==> config.mk <==
export PLATFORM = sky130hd
export DESIGN_NAME = calc_mul_core
export DESIGN_NICKNAME = d
export VERILOG_FILES = /design/src/rtl/calc_mul_core.sv
export SDC_FILE = /design/constraint.sdc
export NUM_CORES = 1
export LEC_CHECK = 0
export CAP_MARGIN = 0
export CORE_ASPECT_RATIO = 1.25
export CORE_MARGIN = 3
export CORE_UTILIZATION = 45
export DETAILED_ROUTE_END_ITERATION = 10
export PLACE_DENSITY_LB_ADDON = 0.15
export SYNTH_ARGS = -nofsm -noshare
export SYNTH_HDL_FRONTEND = slang
export SYNTH_SLANG_ARGS = --single-unit
==> constraint.sdc <==
create_clock -name clk -period 6.1 [get_ports clk]
set_clock_uncertainty 0.05 [all_clocks]
set_input_delay 1.83 -clock clk [delete_from_list [all_inputs] [get_ports clk]]
set_output_delay 1.83 -clock clk [all_outputs]
set_load 0.01 [all_outputs]
==> src/rtl/calc_mul_core.sv <==
// calc_mul_core: signed 32x32 multiply using a 32-step shift-add datapath.
// A rising edge of start_calc in IDLE captures the operand magnitudes and
// the product sign. The core then runs 32 shift-add steps (MUL) and one
// sign/overflow step (FIX). Finally it pulses result_valid and drops
// core_busy (DONE).
//
// Handshake: start_calc is a level; only its low-to-high transition
// (start_calc & ~start_d) starts work, and only while IDLE. core_busy is
// high from the cycle after the accepted edge until the cycle after
// result_valid. result_valid is a single-cycle pulse that coincides with the
// last core_busy cycle. result and overflow hold until the next completion.
//
// Optional build macro: CALC_MUL_SAT_EN -- saturate result on overflow
// instead of two's-complement wrap. overflow is the same in both builds.
// dbg_state exposes the FSM state (0=IDLE, 1=MUL, 2=FIX, 3=DONE).
module calc_mul_core (
  input  logic        clk,
  input  logic        rst_n,
  input  logic [31:0] a0,
  input  logic [31:0] a1,
  input  logic        start_calc,
  output logic        core_busy,
  output logic [31:0] result,
  output logic        result_valid,
  output logic        overflow,
  output logic [1:0]  dbg_state
);

  localparam int MUL_STEPS = 32;

  typedef enum logic [1:0] {
    S_IDLE = 2'd0,
    S_MUL  = 2'd1,
    S_FIX  = 2'd2,
    S_DONE = 2'd3
  } state_t;

  state_t      state;
  logic        start_d;
  logic [31:0] mcand;
  logic [31:0] mplier;
  logic        sign;
  logic [63:0] acc;
  logic [4:0]  cnt;

  logic        start_edge;
  logic [31:0] abs_a0;
  logic [31:0] abs_a1;
  logic [63:0] add_term;
  logic        p_ovf;
  logic [31:0] p_wrap;
  logic [31:0] fix_result;

  assign start_edge = start_calc & ~start_d;
  assign dbg_state  = state;

  // Operand magnitudes, shifted partial product, and the FIX-step result.
  always_comb begin
    abs_a0   = a0[31] ? (~a0 + 32'd1) : a0;
    abs_a1   = a1[31] ? (~a1 + 32'd1) : a1;
    add_term = {32'd0, mcand} << cnt;
    // Negative products may reach magnitude 2^31; positive ones only 2^31-1.
    p_ovf    = sign ? (acc > 64'h0000_0000_8000_0000)
                    : (acc > 64'h0000_0000_7FFF_FFFF);
    p_wrap   = sign ? (~acc[31:0] + 32'd1) : acc[31:0];
`ifdef CALC_MUL_SAT_EN
    if (p_ovf) fix_result = sign ? 32'h8000_0000 : 32'h7FFF_FFFF;
    else       fix_result = p_wrap;
`else
    fix_result = p_wrap;
`endif
  end

  // Start-edge history, updated every cycle regardless of state.
  always_ff @(posedge clk or negedge rst_n) begin
    if (!rst_n) start_d <= 1'b0;
    else        start_d <= start_calc;
  end

  // Control FSM, shift-add datapath and registered outputs.
  always_ff @(posedge clk or negedge rst_n) begin
    if (!rst_n) begin
      state        <= S_IDLE;
      mcand        <= '0;
      mplier       <= '0;
      sign         <= 1'b0;
      acc          <= '0;
      cnt          <= '0;
      core_busy    <= 1'b0;
      result       <= '0;
      result_valid <= 1'b0;
      overflow     <= 1'b0;
    end else begin
      case (state)
        S_IDLE: begin
          if (start_edge) begin
            mcand     <= abs_a0;
            mplier    <= abs_a1;
            sign      <= a0[31] ^ a1[31];
            acc       <= '0;
            cnt       <= '0;
            core_busy <= 1'b1;
            state     <= S_MUL;
          end
        end
        S_MUL: begin
          if (mplier[0]) acc <= acc + add_term;
          mplier <= mplier >> 1;
          cnt    <= cnt + 5'd1;
          if (cnt == 5'(MUL_STEPS - 1)) state <= S_FIX;
        end
        S_FIX: begin
          result       <= fix_result;
          overflow     <= p_ovf;
          result_valid <= 1'b1;
          state        <= S_DONE;
        end
        S_DONE: begin
          result_valid <= 1'b0;
          core_busy    <= 1'b0;
          state        <= S_IDLE;
        end
        default: state <= S_IDLE;
      endcase
    end
  end

endmodule

Word-level counts from Yosys, hierarchy flattened
Cells that the tools add are included.
{"block": "op_classes", "addsub": 5, "magnitude_cmp": 2, "eq_ne": 7, "shifts": 1, "n_mux": 17, "n_bitwise": 6, "reduce_logical": 9}
{"op": "two-way mux 32 bit", "n": 4}
{"op": "two-way mux 64 bit", "n": 2}
{"op": "case mux 64 bit (2 select lines)", "n": 1}
{"op": "adder 32 x 1 -> 32 bit (second input constant)", "n": 3}
{"op": "NOT 32 bit", "n": 3}
{"op": "adder 64 bit", "n": 1}
{"op": "> comparator 64 x 31 -> 1 bit (second input constant)", "n": 1}
{"op": "> comparator 64 x 32 -> 1 bit (second input constant)", "n": 1}
{"op": "case mux 32 bit (2 select lines)", "n": 1}
{"op": "<< shifter 32 x 5 -> 64 bit", "n": 1}
{"op": "case mux 5 bit (2 select lines)", "n": 1}
{"op": "case mux 2 bit (4 select lines)", "n": 1}
{"op": "AND reduction 2 bit", "n": 4}
{"op": "inequality test 2 bit (second input constant)", "n": 3}
{"op": "nonzero test 2 bit", "n": 3}
{"op": "adder 5 x 1 -> 5 bit (second input constant)", "n": 1}
{"op": "equality test 5 bit (second input constant)", "n": 1}
{"op": "two-way mux 5 bit", "n": 1}
{"op": "equality test 2 bit (second input constant)", "n": 2}
{"op": "two-way mux 2 bit", "n": 2}
{"op": "case mux 1 bit (2 select lines)", "n": 2}
{"op": "AND reduction 3 bit", "n": 1}
{"op": "equality test 2 x 1 -> 1 bit (second input constant)", "n": 1}
{"op": "zero test 2 bit", "n": 1}
{"op": "4 further kinds", "n": 5}
{"block": "word_totals", "regBits": 172, "out_inout_bits": 37}

Depth between registers and ports, before layout
{"block": "logic_depth", "ltp_word": 5, "depth_mapped": 22, "mapped_depth_nobuf": 19}

Worst setup path before layout
Ideal clock, no wire load.
{"block": "synth_timing", "path_kind": "reg-to-reg", "startpoint": "reg cnt[0]", "endpoint": "reg acc[62]", "setup_ps": 129, "t_arrival_ps": 4502, "required_ps": 5921, "slack_ps": 1419, "stages_incl_launch_ff": 20, "path_buffers": 3, "period_less_slack_ps": 4681, "path_cell_list": "dfrtp_1 -> clkbuf_1 -> buf_1 -> clkbuf_1 -> mux2i_1 -> a21oi_1 -> mux2i_1 -> mux2_2 -> nor2_1 -> ha_1 -> a41oi_1 -> o21ai_1 -> a211oi_1 -> a211oi_1 -> o21a_1 -> a211o_1 -> a211o_1 -> a41oi_1 -> xor2_1 -> o21ai_1"}
{"block": "synth_between", "elab_chain_cells": 4}
{"item": "start, declared", "line_no": "44", "source": "logic [4:0] cnt;"}
{"item": "start signal, assigned", "line_no": "109", "source": "cnt <= cnt + 5'd1;"}
{"item": "<< shifter 32 x 5 -> 64 bit", "line_no": "61", "source": "add_term = {32'd0, mcand} << cnt;"}
{"item": "adder 64 bit", "line_no": "107", "source": "if (mplier[0]) acc <= acc + add_term;"}
{"item": "two-way mux 64 bit", "line_no": "107"}
{"item": "case mux 64 bit (2 select lines)", "line_no": "94", "source": "case (state)"}
{"item": "end signal, assigned", "line_no": "107"}
{"item": "end, declared", "line_no": "43", "source": "logic [63:0] acc;"}
No other way between the ends. The select of a mux whose other input is x is not followed.
A chain may end at the register's enable or synchronous reset.

Worst setup path after layout
{"block": "layout_timing", "startpoint": "reg cnt[0]", "endpoint": "reg acc[59]"}
The elaborated chain is that of the path after synthesis.

==> flow_metrics.env <==
export IMPL_route_vias_total=12400
export IMPL_synth_seq_area_share_pct=30.7
export IMPL_worstRegToRegCells=16
export IMPL_gate_count_of_the_mapped_netlist=1718
export IMPL_critPathMostFrequentCell="sky130_fd_sc_hd__o21ai_0"
export IMPL_antenna_diode_count=0
export IMPL_timing_critical_path_slowest_cell_delay_ps=740
export IMPL_grt_pass1_wl_um=63800
export IMPL_detail_route_drc_violations=0
export IMPL_layout_cells_most_common="sky130_fd_sc_hd__nand2_1"
export IMPL_maxSlewViolCount=0
export IMPL_drt_pass1_iter_count=5
export IMPL_final_fill_count=2969
export IMPL_place_port_buffers=103
export IMPL_critical_path_reg2reg_endpoint="acc[59]$_DFFE_PN0P_"
export IMPL_critical_path_max_fanout=27
export IMPL_groute_usage_overall_pct=23.5
export IMPL_post_cts_hold_buffer_count=0
export IMPL_nNetsFinal=1901
export IMPL_cp_end_kind="register"
export IMPL_floorplan_initialDensity_pct=46.1
export IMPL_die_area_um2=33300
export IMPL_min_delay_path_class="register to register"
export IMPL_clk_pin_slew_worst_paths_ps=70
export IMPL_post_cts_resized=0
export IMPL_max_clock_freq_mhz=188
export IMPL_yosys_warnings=0
export IMPL_cts_inserted_buffers=17
export IMPL_placed_cell_area_um2=15300
export IMPL_slew_limit_headroom_pct=27.2
export IMPL_most_common_layout_cells="sky130_fd_sc_hd__nand2_1, sky130_fd_sc_hd__o21ai_0, sky130_fd_sc_hd__dfrtp_1"
export IMPL_cp_top_family="compound AO/OA/AOI/OAI gates"
export IMPL_syn_area_per_cell_um2=8.16
export IMPL_dp_worst_setup_slack_ps=874
export IMPL_cts_setup_buffers=0
export IMPL_worstPathCellList="buf_4, mux4_2, mux2_2, o21ai_0, nor2_1, ha_1, a21oi_1, o21a_1, o21ai_0, a2111o_1, a31oi_1, o21ai_0, a21oi_1, o211ai_1, xnor2_1, o21ai_0"
export IMPL_ant_nets=0
export IMPL_multiInputGateArea_um2=9240
export IMPL_grt_pass1_vias=12400
export IMPL_final_setup_viol_count=0
export IMPL_post_drt_wl_per_cell_um=17.6
export IMPL_startpoint_of_the_lowest_slack_register_to_register_path="cnt[0]$_DFFE_PN0P_"
export IMPL_cp_buffers_inverters=1
export IMPL_cts_tree="done"
export IMPL_finish_instance_area_um2=16000
export IMPL_coreArea_um2=30400
export IMPL_final_core_utilization_pct=52.6
export IMPL_number_of_cells_on_the_worst_hold_path=2
export IMPL_outcome="finished, final reports clean"
export IMPL_cts_root_buf="sky130_fd_sc_hd__clkbuf_16"
export IMPL_layout_cells_non_filler=2174
export IMPL_fp_row_count=71
export IMPL_totalPowerFinal_mw=8.46
export IMPL_place_detailed_hpwl_um=29400
export IMPL_vdd_ir_drop_worst_mv=0.255
export IMPL_initial_antenna_violation_count=0
export IMPL_hold_path_startpoint="mplier[2]$_DFFE_PN0P_"
export IMPL_clk_insertion_delay_late_ps=450
export IMPL_grt_setup_unrepaired="false"
export IMPL_total_of_flip_flops_plus_latches_after_synthesis=172
export IMPL_power_density_cell_area_nw_per_um2=529
export IMPL_finalWorstSetupSlack_ps=775
export IMPL_synthesis_nets=1859
export IMPL_worstPathRequired_ps=6350
export IMPL_vias_per_cell=5.72
export IMPL_postSynth_asyncResetShare_pct=100
export IMPL_power_leakage_nw=6.73
export IMPL_cp_start_kind="register"
export IMPL_grt_overflow_total=0
export IMPL_post_route_period_util_pct=87.3
export IMPL_gp_congestion=0.937
export IMPL_wirelength_um=38300
export IMPL_crit_path_top_delay_cell="sky130_fd_sc_hd__dfrtp_2"
export IMPL_ctsHtreeMaxLevel=4
export IMPL_cp_data_arrival_time_ps=5570
export IMPL_synth_top_flop_cell="sky130_fd_sc_hd__dfrtp_1"
export IMPL_dp_cells=2142
export IMPL_die_h_um=203
export IMPL_tightest_slew_ps=1090
export IMPL_dr_first_iter_drc_count=708
export IMPL_r2r_slack_ps=780
export IMPL_bufs_on_longest_clock_path=2
export IMPL_fp_dieW_um=164
export IMPL_hold_end="mplier[2]$_DFFE_PN0P_"
export IMPL_final_period_minus_worst_setup_slack_ps=5320
export IMPL_netlist_area_um2=14000
export IMPL_cts_sink_count=172
export IMPL_netlist_cell_type_count=66
export IMPL_grt_max_degree=71
export IMPL_fin_hold_ws_ps=432
export IMPL_area_growth_synth_to_final_pct=14.0
export IMPL_ff_latch_area_um2=4310
export IMPL_hold_violations=0
export IMPL_totalNegativeSetupSlack_ps=0
export IMPL_final_layout_size_suffix_gt1_share_pct=7.16
export IMPL_io_pin_count=104
export IMPL_category_of_the_critical_setup_timing_path="register to register"
export IMPL_synth_edff_count=0
export IMPL_max_cap_violations=0
==> layout make-up <==
type	instances	share of cell area, %
multi-input cells	1414	57.8
inverters	35	0.822
clock buffers	21	2.88
repair buffers	120	7.26
clock inverters	11	1.14
flip-flops and latches	172	27.0
well taps	401	3.14
==> registers in the layout (all words and copies together) (netlist names) <==
name	count
mcand	32
sign	1
dbg_state	2
start_d	1
result_valid	1
overflow	1
mplier	32
result	32
core_busy	1
cnt	5
acc	64
==> layer usage <==
| metal | vias to the layer above | global-route usage (%) | share of wire (%) |
|---|---|---|---|
| met5 | - | 0 | 0 |
| met4 | 0 | 7.56 | 2.5 |
| met3 | 52 | 3.58 | 4.1 |
| met2 | 314 | 39.6 | 48 |
| met1 | 5811 | 31.0 | 45 |
| li1 | 6254 | - | - |
==> how the worst max path moves through the flow <==
stage | from | slack (ps) | endpoint | cells past startpoint
5_1_grt | cnt[0]$_DFFE_PN0P_ | 450 | acc[59]$_DFFE_PN0P_ | 16
3_5_place_dp | cnt[0]$_DFFE_PN0P_ | 870 | acc[59]$_DFFE_PN0P_ | 16
2_1_floorplan | cnt[0]$_DFFE_PN0P_ | 1420 | acc[62]$_DFFE_PN0P_ | 19
6_report | cnt[0]$_DFFE_PN0P_ | 780 | acc[59]$_DFFE_PN0P_ | 16
3_3_place_gp | cnt[0]$_DFFE_PN0P_ | 950 | acc[63]$_DFFE_PN0P_ | 15
4_1_cts | cnt[0]$_DFFE_PN0P_ | 840 | acc[59]$_DFFE_PN0P_ | 16
==> report_power, final <==
group	internal [mW]	switching (mW)	leakage (nW)
Clock	0.716	0.503	0.310
Combinational	2.15	3.02	4.21
Sequential	1.58	0.489	2.21
Total	4.45	4.01	6.73
==> cell usage after synthesis, drive strengths merged (18+ instances only) <==
library cell	instances	area share, %
a21o	21	1.1
a21oi	137	4.9
buf	18	0.49
clkbuf	79	2.1
dfrtp	172	31
ha	73	6.5
inv	35	0.94
mux2	38	3.1
mux2i	52	3.7
mux4	20	3.2
nand2	257	6.9
nand3	21	0.75
nand4	18	0.80
nor2	141	3.8
nor3	21	0.79
o21ai	206	7.4
o31ai	28	1.6
or3	30	1.4
xnor2	54	3.4
xor2	93	5.8
==> worst min-delay path, cell delays in order, from the launching register on <==
cell and delay [ps]:
sky130_fd_sc_hd__dfrtp_1 340, sky130_fd_sc_hd__nand2_1 50, sky130_fd_sc_hd__o21ai_0 60
==> kinds of logic (layout without fill, tap and decap cells) <==
logic type	Yosys count	after routing	share of synthesized area, %
adder cells (fa/ha/maj)	74	74	6.66
AND/OR/NAND/NOR	581	581	18.8
AO/OA/AOI/OAI	502	502	21.2
XOR/XNOR	147	147	9.18
buffers and inverters	132	187	3.54
flip-flops	172	172	30.7
multiplexers	110	110	9.98
Note: power is estimated with default switching activity, not from simulation.
